**config.mk**
```make
export PLATFORM = sky130hd
export DESIGN_NAME = load_store_unit
export DESIGN_NICKNAME = d
export VERILOG_FILES = /design/src/rtl/lsu_pkg.sv /design/src/rtl/lsu_lane_align.sv /design/src/rtl/load_store_unit.sv
export SDC_FILE = /design/constraint.sdc
export NUM_CORES = 1
export LEC_CHECK = 0
export ABC_AREA = 1
export CORE_MARGIN = 3
export CORE_UTILIZATION = 41
export CTS_CLUSTER_SIZE = 25
export DETAILED_ROUTE_END_ITERATION = 10
export GPL_TIMING_DRIVEN = 0
export PLACE_DENSITY = 0.69
export SETUP_SLACK_MARGIN = 0.4
export SYNTH_ARGS = -nofsm -noshare
export SYNTH_HDL_FRONTEND = slang
export SYNTH_HIERARCHICAL = 1
export SYNTH_SLANG_ARGS = --single-unit
```
**constraint.sdc**
```tcl
create_clock -name clk_i -period 3 [get_ports clk_i]
set_input_delay 0.75 -clock clk_i [delete_from_list [all_inputs] [get_ports clk_i]]
set_output_delay 0.75 -clock clk_i [all_outputs]
set_load 0.01 [all_outputs]
```
**src/rtl/lsu_pkg.sv**
```systemverilog
// Shared definitions for the load/store unit: access-size encodings, FSM
// state encoding, byte-lane geometry and the alignment rule used at accept.
package lsu_pkg;

    // Request size encodings (req_size_i)
    localparam logic [1:0] SIZE_BYTE = 2'b00;
    localparam logic [1:0] SIZE_HALF = 2'b01;
    localparam logic [1:0] SIZE_WORD = 2'b10;
    localparam logic [1:0] SIZE_ILL  = 2'b11;

    // Byte-lane index width (4 lanes per word)
    localparam int LANE_W = 2;

    // FSM state encoding
    localparam logic [1:0] ST_IDLE   = 2'd0;
    localparam logic [1:0] ST_RMW_RD = 2'd1;
    localparam logic [1:0] ST_RMW_WR = 2'd2;

    // Which lane(s) of a word an access touches
    typedef struct packed {
        logic [1:0]        size;
        logic [LANE_W-1:0] off;
    } lane_sel_t;

    // Halves must sit on even byte offsets, words on lane 0.
    function automatic logic size_misaligned(input logic [1:0] size,
                                             input logic [LANE_W-1:0] off);
        logic bad;
        bad = 1'b0;
        case (size)
            SIZE_HALF: bad = off[0];
            SIZE_WORD: bad = (off != '0);
            default:   bad = 1'b0;
        endcase
        return bad;
    endfunction

endpackage

```
**src/rtl/lsu_lane_align.sv**
```systemverilog
// Combinational byte-lane steering, shared by the load path and the
// read-modify-write store path.
//   ld_word_i  : word read from memory
//   ld_sel_i   : size/offset of the load
//   ld_uns_i   : zero-extend sub-word loads when set
//   ld_data_o  : right-justified, extended load data
//   st_old_i   : current memory word for a sub-word store
//   st_sel_i   : size/offset of the store
//   st_data_i  : right-justified store data
//   st_word_o  : old word with the target lane(s) replaced
module lsu_lane_align
    import lsu_pkg::*;
#(
    parameter int WIDTH = 32
) (
    input  logic [WIDTH-1:0] ld_word_i,
    input  lane_sel_t        ld_sel_i,
    input  logic             ld_uns_i,
    output logic [WIDTH-1:0] ld_data_o,
    input  logic [WIDTH-1:0] st_old_i,
    input  lane_sel_t        st_sel_i,
    input  logic [WIDTH-1:0] st_data_i,
    output logic [WIDTH-1:0] st_word_o
);

    logic [WIDTH-1:0] ld_shifted;
    logic [WIDTH-1:0] st_mask;
    logic [4:0]       ld_sh;
    logic [4:0]       st_sh;

    assign ld_sh = {ld_sel_i.off, 3'b000};
    assign st_sh = {st_sel_i.off, 3'b000};

    // Load extract: bring the selected lane down to bit 0, then extend.
    always_comb begin
        ld_shifted = ld_word_i >> ld_sh;
        ld_data_o  = ld_word_i;
        case (ld_sel_i.size)
            SIZE_BYTE: ld_data_o = {{(WIDTH-8){~ld_uns_i & ld_shifted[7]}},
                                    ld_shifted[7:0]};
            SIZE_HALF: ld_data_o = {{(WIDTH-16){~ld_uns_i & ld_shifted[15]}},
                                    ld_shifted[15:0]};
            default:   ld_data_o = ld_word_i;
        endcase
    end

    // Store merge: clear the target lanes of the old word, OR in new data.
    always_comb begin
        case (st_sel_i.size)
            SIZE_BYTE: st_mask = WIDTH'(8'hFF);
            SIZE_HALF: st_mask = WIDTH'(16'hFFFF);
            default:   st_mask = '1;
        endcase
        st_word_o = (st_old_i & ~(st_mask << st_sh))
                  | ((st_data_i & st_mask) << st_sh);
    end

endmodule

```
**src/rtl/load_store_unit.sv**
```systemverilog
// MEM-stage load/store unit for a word-wide data memory. Loads and word
// stores complete in one cycle; byte/half stores run a two-cycle
// read-modify-write because the memory only writes whole words.
//   clk_i, rst_i         : clock, synchronous active-high reset
//   req_*_i / req_ready_o: request handshake (transfer on valid && ready)
//   rsp_valid_o          : one-cycle completion pulse
//   rsp_rdata_o/rsp_err_o: load data / error flag, held until next response
//   mem_we_o/addr/wdata  : memory write port, mem_addr_o is a word index
//   mem_rdata_i          : combinational read data of word at mem_addr_o
module load_store_unit
    import lsu_pkg::*;
#(
    parameter int WIDTH  = 32,
    parameter int DEPTH  = 256,
    parameter int ADDR_W = 32
) (
    input  logic              clk_i,
    input  logic              rst_i,
    input  logic              req_valid_i,
    output logic              req_ready_o,
    input  logic              req_wr_i,
    input  logic [1:0]        req_size_i,
    input  logic              req_uns_i,
    input  logic [ADDR_W-1:0] req_addr_i,
    input  logic [WIDTH-1:0]  req_wdata_i,
    output logic              rsp_valid_o,
    output logic [WIDTH-1:0]  rsp_rdata_o,
    output logic              rsp_err_o,
    output logic              mem_we_o,
    output logic [ADDR_W-1:0] mem_addr_o,
    output logic [WIDTH-1:0]  mem_wdata_o,
    input  logic [WIDTH-1:0]  mem_rdata_i
);

    localparam logic [ADDR_W-1:0] ADDR_LIMIT = ADDR_W'(DEPTH * 4);

    logic [1:0]        state_q, state_d;
    logic [ADDR_W-1:0] lat_addr_q, lat_addr_d;
    lane_sel_t         lat_sel_q, lat_sel_d;
    logic [WIDTH-1:0]  lat_data_q, lat_data_d;
    logic [WIDTH-1:0]  old_q, old_d;
    logic              rsp_valid_q, rsp_valid_d;
    logic [WIDTH-1:0]  rsp_rdata_q, rsp_rdata_d;
    logic              rsp_err_q, rsp_err_d;

    logic              accept;
    logic              req_err;
    lane_sel_t         req_sel;
    logic [WIDTH-1:0]  ld_ext;
    logic [WIDTH-1:0]  st_merged;

    assign req_sel = '{size: req_size_i, off: req_addr_i[LANE_W-1:0]};
    assign accept  = req_valid_i & req_ready_o;
    assign req_err = (req_size_i == SIZE_ILL)
                   | size_misaligned(req_size_i, req_addr_i[LANE_W-1:0])
                   | (req_addr_i >= ADDR_LIMIT);

    // Load side sees the live request (IDLE only); merge side sees the
    // latched store (RMW_WR only), so one instance serves both.
    lsu_lane_align #(.WIDTH(WIDTH)) u_align (
        .ld_word_i (mem_rdata_i),
        .ld_sel_i  (req_sel),
        .ld_uns_i  (req_uns_i),
        .ld_data_o (ld_ext),
        .st_old_i  (old_q),
        .st_sel_i  (lat_sel_q),
        .st_data_i (lat_data_q),
        .st_word_o (st_merged)
    );

    always_comb begin
        state_d     = state_q;
        lat_addr_d  = lat_addr_q;
        lat_sel_d   = lat_sel_q;
        lat_data_d  = lat_data_q;
        old_d       = old_q;
        rsp_valid_d = 1'b0;
        rsp_rdata_d = rsp_rdata_q;
        rsp_err_d   = rsp_err_q;
        req_ready_o = 1'b0;
        mem_we_o    = 1'b0;
        mem_addr_o  = lat_addr_q >> 2;
        mem_wdata_o = '0;

        case (state_q)
            ST_IDLE: begin
                req_ready_o = 1'b1;
                mem_addr_o  = req_addr_i >> 2;
                if (accept) begin
                    if (req_err) begin
                        // No memory access at all on a bad request.
                        rsp_valid_d = 1'b1;
                        rsp_err_d   = 1'b1;
                        rsp_rdata_d = '0;
                    end else if (!req_wr_i) begin
                        rsp_valid_d = 1'b1;
                        rsp_err_d   = 1'b0;
                        rsp_rdata_d = ld_ext;
                    end else if (req_size_i == SIZE_WORD) begin
                        mem_we_o    = 1'b1;
                        mem_wdata_o = req_wdata_i;
                        rsp_valid_d = 1'b1;
                        rsp_err_d   = 1'b0;
                        rsp_rdata_d = '0;
                    end else begin
                        lat_addr_d = req_addr_i;
                        lat_sel_d  = req_sel;
                        lat_data_d = req_wdata_i;
                        state_d    = ST_RMW_RD;
                    end
                end
            end
            ST_RMW_RD: begin
                old_d   = mem_rdata_i;
                state_d = ST_RMW_WR;
            end
            ST_RMW_WR: begin
                mem_we_o    = 1'b1;
                mem_wdata_o = st_merged;
                state_d     = ST_IDLE;
                rsp_valid_d = 1'b1;
                rsp_err_d   = 1'b0;
                rsp_rdata_d = '0;
            end
            default: state_d = ST_IDLE;
        endcase

        // A reset landing in RMW_WR must not let the half-done write through.
        if (rst_i) begin
            req_ready_o = 1'b1;
            mem_we_o    = 1'b0;
            mem_addr_o  = '0;
            mem_wdata_o = '0;
        end
    end

    always_ff @(posedge clk_i) begin
        if (rst_i) begin
            state_q     <= ST_IDLE;
            lat_addr_q  <= '0;
            lat_sel_q   <= '0;
            lat_data_q  <= '0;
            old_q       <= '0;
            rsp_valid_q <= 1'b0;
            rsp_rdata_q <= '0;
            rsp_err_q   <= 1'b0;
        end else begin
            state_q     <= state_d;
            lat_addr_q  <= lat_addr_d;
            lat_sel_q   <= lat_sel_d;
            lat_data_q  <= lat_data_d;
            old_q       <= old_d;
            rsp_valid_q <= rsp_valid_d;
            rsp_rdata_q <= rsp_rdata_d;
            rsp_err_q   <= rsp_err_d;
        end
    end

    assign rsp_valid_o = rsp_valid_q;
    assign rsp_rdata_o = rsp_rdata_q;
    assign rsp_err_o   = rsp_err_q;

endmodule
```
==> qor.txt <==
Status: finished clean
Number of max-cap violations: 0
# IOs: 203
Initial core utilization: 0.419
Pins Over Slew Limit: 0
Critical path capture point type: output port
Crit path required time: 2.25 ns
Largest buffer count on any clock path: 2
Final worst-path cycle share: 0.993
GRT overflow: 0
Xor/xnor share of the synthesized area: 0
Drt initial violations: 717
Drc violations: 0
Vias: 8854
Crit-path cells: buf_12 > inv_8 > ha_4 > nand3b_1 > nand2_2 > nor2_4 > buf_12 > clkbuf_16 > nand4_1 > a21oi_2 > buf_2
Fraction of layout cells with a size suffix above 1: 0.203
Final setup skew: 0.0106 ns
Die height: 142 um
Clock Tree Root: clkbuf_16
GPL Wtd Cong: 0.958
CP most frequent cell: buf_12
Cell Rows: 49
Total Nets Final: 1574
Peak VDD IR: 362 uV
Post-synthesis sequential area ratio: 0.354
WL final: 27.9 mm
Post-synthesis simple-gate area fraction: 0.390
Post-synth cell types: 32
H-tree levels: 4
Mux contribution to synthesized area: 0
Worst path max stage delay: 0.24 ns
Transition time of the tightest slew-check pin: 0.826 ns
Vias in the first global route: 8412
Synthesized cell area: 0.00757 mm^2
Syn Area/Cell: 6.18 um^2
Reg2reg path depth: 10
Post-Synth Adder-Cell Area: 0.00496
CTS tree: done
Die area: 0.0201 mm^2
Fin crit period: 2.98 ns
Multi-input gate area: 0.00444 mm^2
Clk slew on worst S/H paths: 0.06 ns
Filler instances: 1773
Final HPWL DP: 20.9 mm
Arr. time, crit path: 2.23 ns
CTS sink cnt: 134
Initial antenna violation count: 0
WL per Instance: 16.3 um
Util after Layout: 0.592
Chip width: 142 um
RSZ-0062 raised after global routing: true
Worst hold path cell count: 2
First-pass DRT Iterations: 7
Ant diodes: 0
Register bit count reported by yosys: 134
Core region area: 0.0181 mm^2
Cells after Synth: 1225
GRT Overall Usage: 0.274
Setup violations, final: 0
IO buf count: 198
Max Fclk: 336 MHz
Synth warn: 6
Via density: 5.18
Crit-path leading delay family: buffers and inverters
Compound-Gate Fraction of Synth Area: 0.162
Master of the slowest instance on the critical path: ha_4
Worst reg-to-reg setup slack: 1.04 ns
Worst skew pair latency: 0.43 ns
CP bufs+invs: 5
Worst slew margin: 0.450
Hold Path Class: reg2reg
Total power: 0.00450 W
Critical path launch point type: input port
First-pass GRT wire length: 44.1 mm
Seq. cell area: 0.00269 mm^2
Pwr dens: 420 mW/mm^2
Final Hold Viols: 0
Final ANT Viol Nets: 0
Largest net degree at the start of global routing: 17
CTS Buf Count: 17
Crit. path cell count: 11
Crit-path max FO: 7
Largest family of logic cells by synthesized area: simple AND/OR/NAND/NOR gates
Crit Path Class: in2out
Area delta synth->final: 41.4%
Leakage: 4.70 nW
==> layer usage <==
metal | GRT usage | share of wire | wire length (um) | vias up
met2 | 0.431 | 0.45 | 12600 | 323
met3 | 0.0539 | 0.058 | 1630 | 48
met1 | 0.375 | 0.46 | 12900 | 4033
met4 | 0.0980 | 0.029 | 824 | 0
li1 | - | - | - | 4450
met5 | 0 | 0 | 0 | -
==> area by class of cell <==
class                           count  share of cell area
Tap cell                          229              0.0267
Multi-Input combinational cell    946               0.414
Clock buffer                       19              0.0413
Clock inverter                     13              0.0160
Sequential cell                   134               0.251
Inverter                           60              0.0223
Timing Repair Buffer              223               0.175
Buffer                             86              0.0536
==> state kept, by name (all words and copies together), names as in the netlist <==
name         count
lat_addr_q      32
lat_data_q      32
old_q           32
rsp_rdata_o     32
lat_sel_q        2
state_q          2
rsp_err_o        1
rsp_valid_o      1
==> metrics by stage <==
stage | cells | setup slack (ns) | cell area [um^2] | TNS, ns | hold slack, ns
floorplan | 1226 | 0.360 | 7740 | 0 | 0.415
global placement | 1653 | -1.21 | 10000 | -67.05 | 0.424
detailed placement | 1653 | -1.22 | 10000 | -68.97 | 0.426
CTS | 1707 | 0.0439 | 10700 | 0 | 0.436
global route | 1710 | -0.0647 | 10700 | -0.782 | 0.451
finish | 1710 | 0.0202 | 10700 | 0 | 0.435
==> cells in the mapped netlist <==
| master | instances | share of area |
|---|---|---|
| clkbuf_1 | 45 | 0.022 |
| inv_2 | 7 | 0.0035 |
| buf_1 | 3 | 0.0015 |
| o21ai_0 | 161 | 0.11 |
| nand2_2 | 13 | 0.011 |
| conb_1 | 1 | 0.00050 |
| nand2_1 | 288 | 0.14 |
| a211oi_1 | 1 | 0.00099 |
| nand3b_1 | 1 | 0.00099 |
| inv_1 | 51 | 0.025 |
| nand3_2 | 3 | 0.0040 |
| nor2_4 | 4 | 0.0059 |
| buf_2 | 19 | 0.013 |
| clkinv_1 | 2 | 0.00099 |
| buf_8 | 1 | 0.0020 |
| nand3_4 | 2 | 0.0046 |
| o22ai_1 | 5 | 0.0041 |
| nand4_1 | 33 | 0.027 |
| a21oi_2 | 9 | 0.010 |
| clkbuf_2 | 1 | 0.00066 |
| nand3_1 | 55 | 0.036 |
| buf_4 | 10 | 0.0099 |
| nand2_4 | 1 | 0.0015 |
| ha_1 | 3 | 0.0050 |
| nor2_8 | 1 | 0.0026 |
| nor2_2 | 3 | 0.0025 |
| buf_6 | 7 | 0.010 |
| nor3_1 | 9 | 0.0059 |
| nor2_1 | 292 | 0.14 |
| a21oi_1 | 58 | 0.038 |
| o21ai_1 | 2 | 0.0013 |
| dfxtp_1 | 134 | 0.35 |
==> final timing paths <==
path	from	end
max	req_size_i[0]	mem_wdata_o[28]
min	lat_addr_q[21]$_SDFFE_PP0P_	lat_addr_q[21]$_SDFFE_PP0P_
max reg2reg	state_q[0]$_SDFFE_PP0P_	lat_data_q[4]$_SDFFE_PP0P_
min reg2reg	lat_addr_q[21]$_SDFFE_PP0P_	lat_addr_q[21]$_SDFFE_PP0P_
==> worst reg2reg max path: stages (launching register included) <==
cell and delay, ns:
dfxtp_4 0.37, nor2_4 0.14, inv_2 0.10, nor2_4 0.15
inv_4 0.06, buf_4 0.16, nor2_4 0.29, inv_2 0.18
buf_2 0.23, nor2_1 0.12, nor2_1 0.06
==> cells by family after synthesis <==
family | Yosys count
other | 1
and+or+nand+nor | 705
DFF | 134
adders and majority gates | 3
AOI/OAI and AO/OA | 236
buffers and inverters | 146
==> placed cells by master, fill, tap and decap left out, types with 3 or more instances in the layout <==
cell	netlist	final
buf_6	7	13
nand2_2	13	16
nor2_4	4	6
nand4_1	33	33
nand2_1	288	285
bufinv_16	0	3
nor2_2	3	7
clkbuf_1	45	23
clkdlybuf4s15_1	0	5
buf_1	3	3
buf_4	10	27
buf_2	19	70
clkdlybuf4s50_1	0	107
o21ai_2	0	8
clkinvlp_4	0	4
inv_1	51	45
nand3_2	3	4
nand3_1	55	54
clkbuf_8	0	3
buf_12	0	3
a21oi_2	9	40
dlymetal6s2s_1	0	6
a21oi_1	58	27
inv_2	7	10
clkbuf_2	1	36
nor2_1	292	286
clkbuf_4	0	6
o21ai_0	161	153
o22ai_1	5	5
dfxtp_1	134	132
clkbuf_16	0	20
nor3_1	9	9
==> power by group <==
part	switching [W]	total (W)	internal [W]
registers	0.00000560	0.00179	0.00179
logic	0.000293	0.000538	0.000245
clock network	0.000832	0.00217	0.00134
==> timing repair <==
| action | CTS | global route |
|---|---|---|
| endpoints found under the setup margin | 146 | 65 |
| cloned | 3 | 1 |
| setup buffers | 19 | 2 |
| hold buffers | 0 | 0 |
| gates resized for setup | 331 | 73 |
| pin swaps | 37 | 17 |
Power figures use the tool's default switching activity.
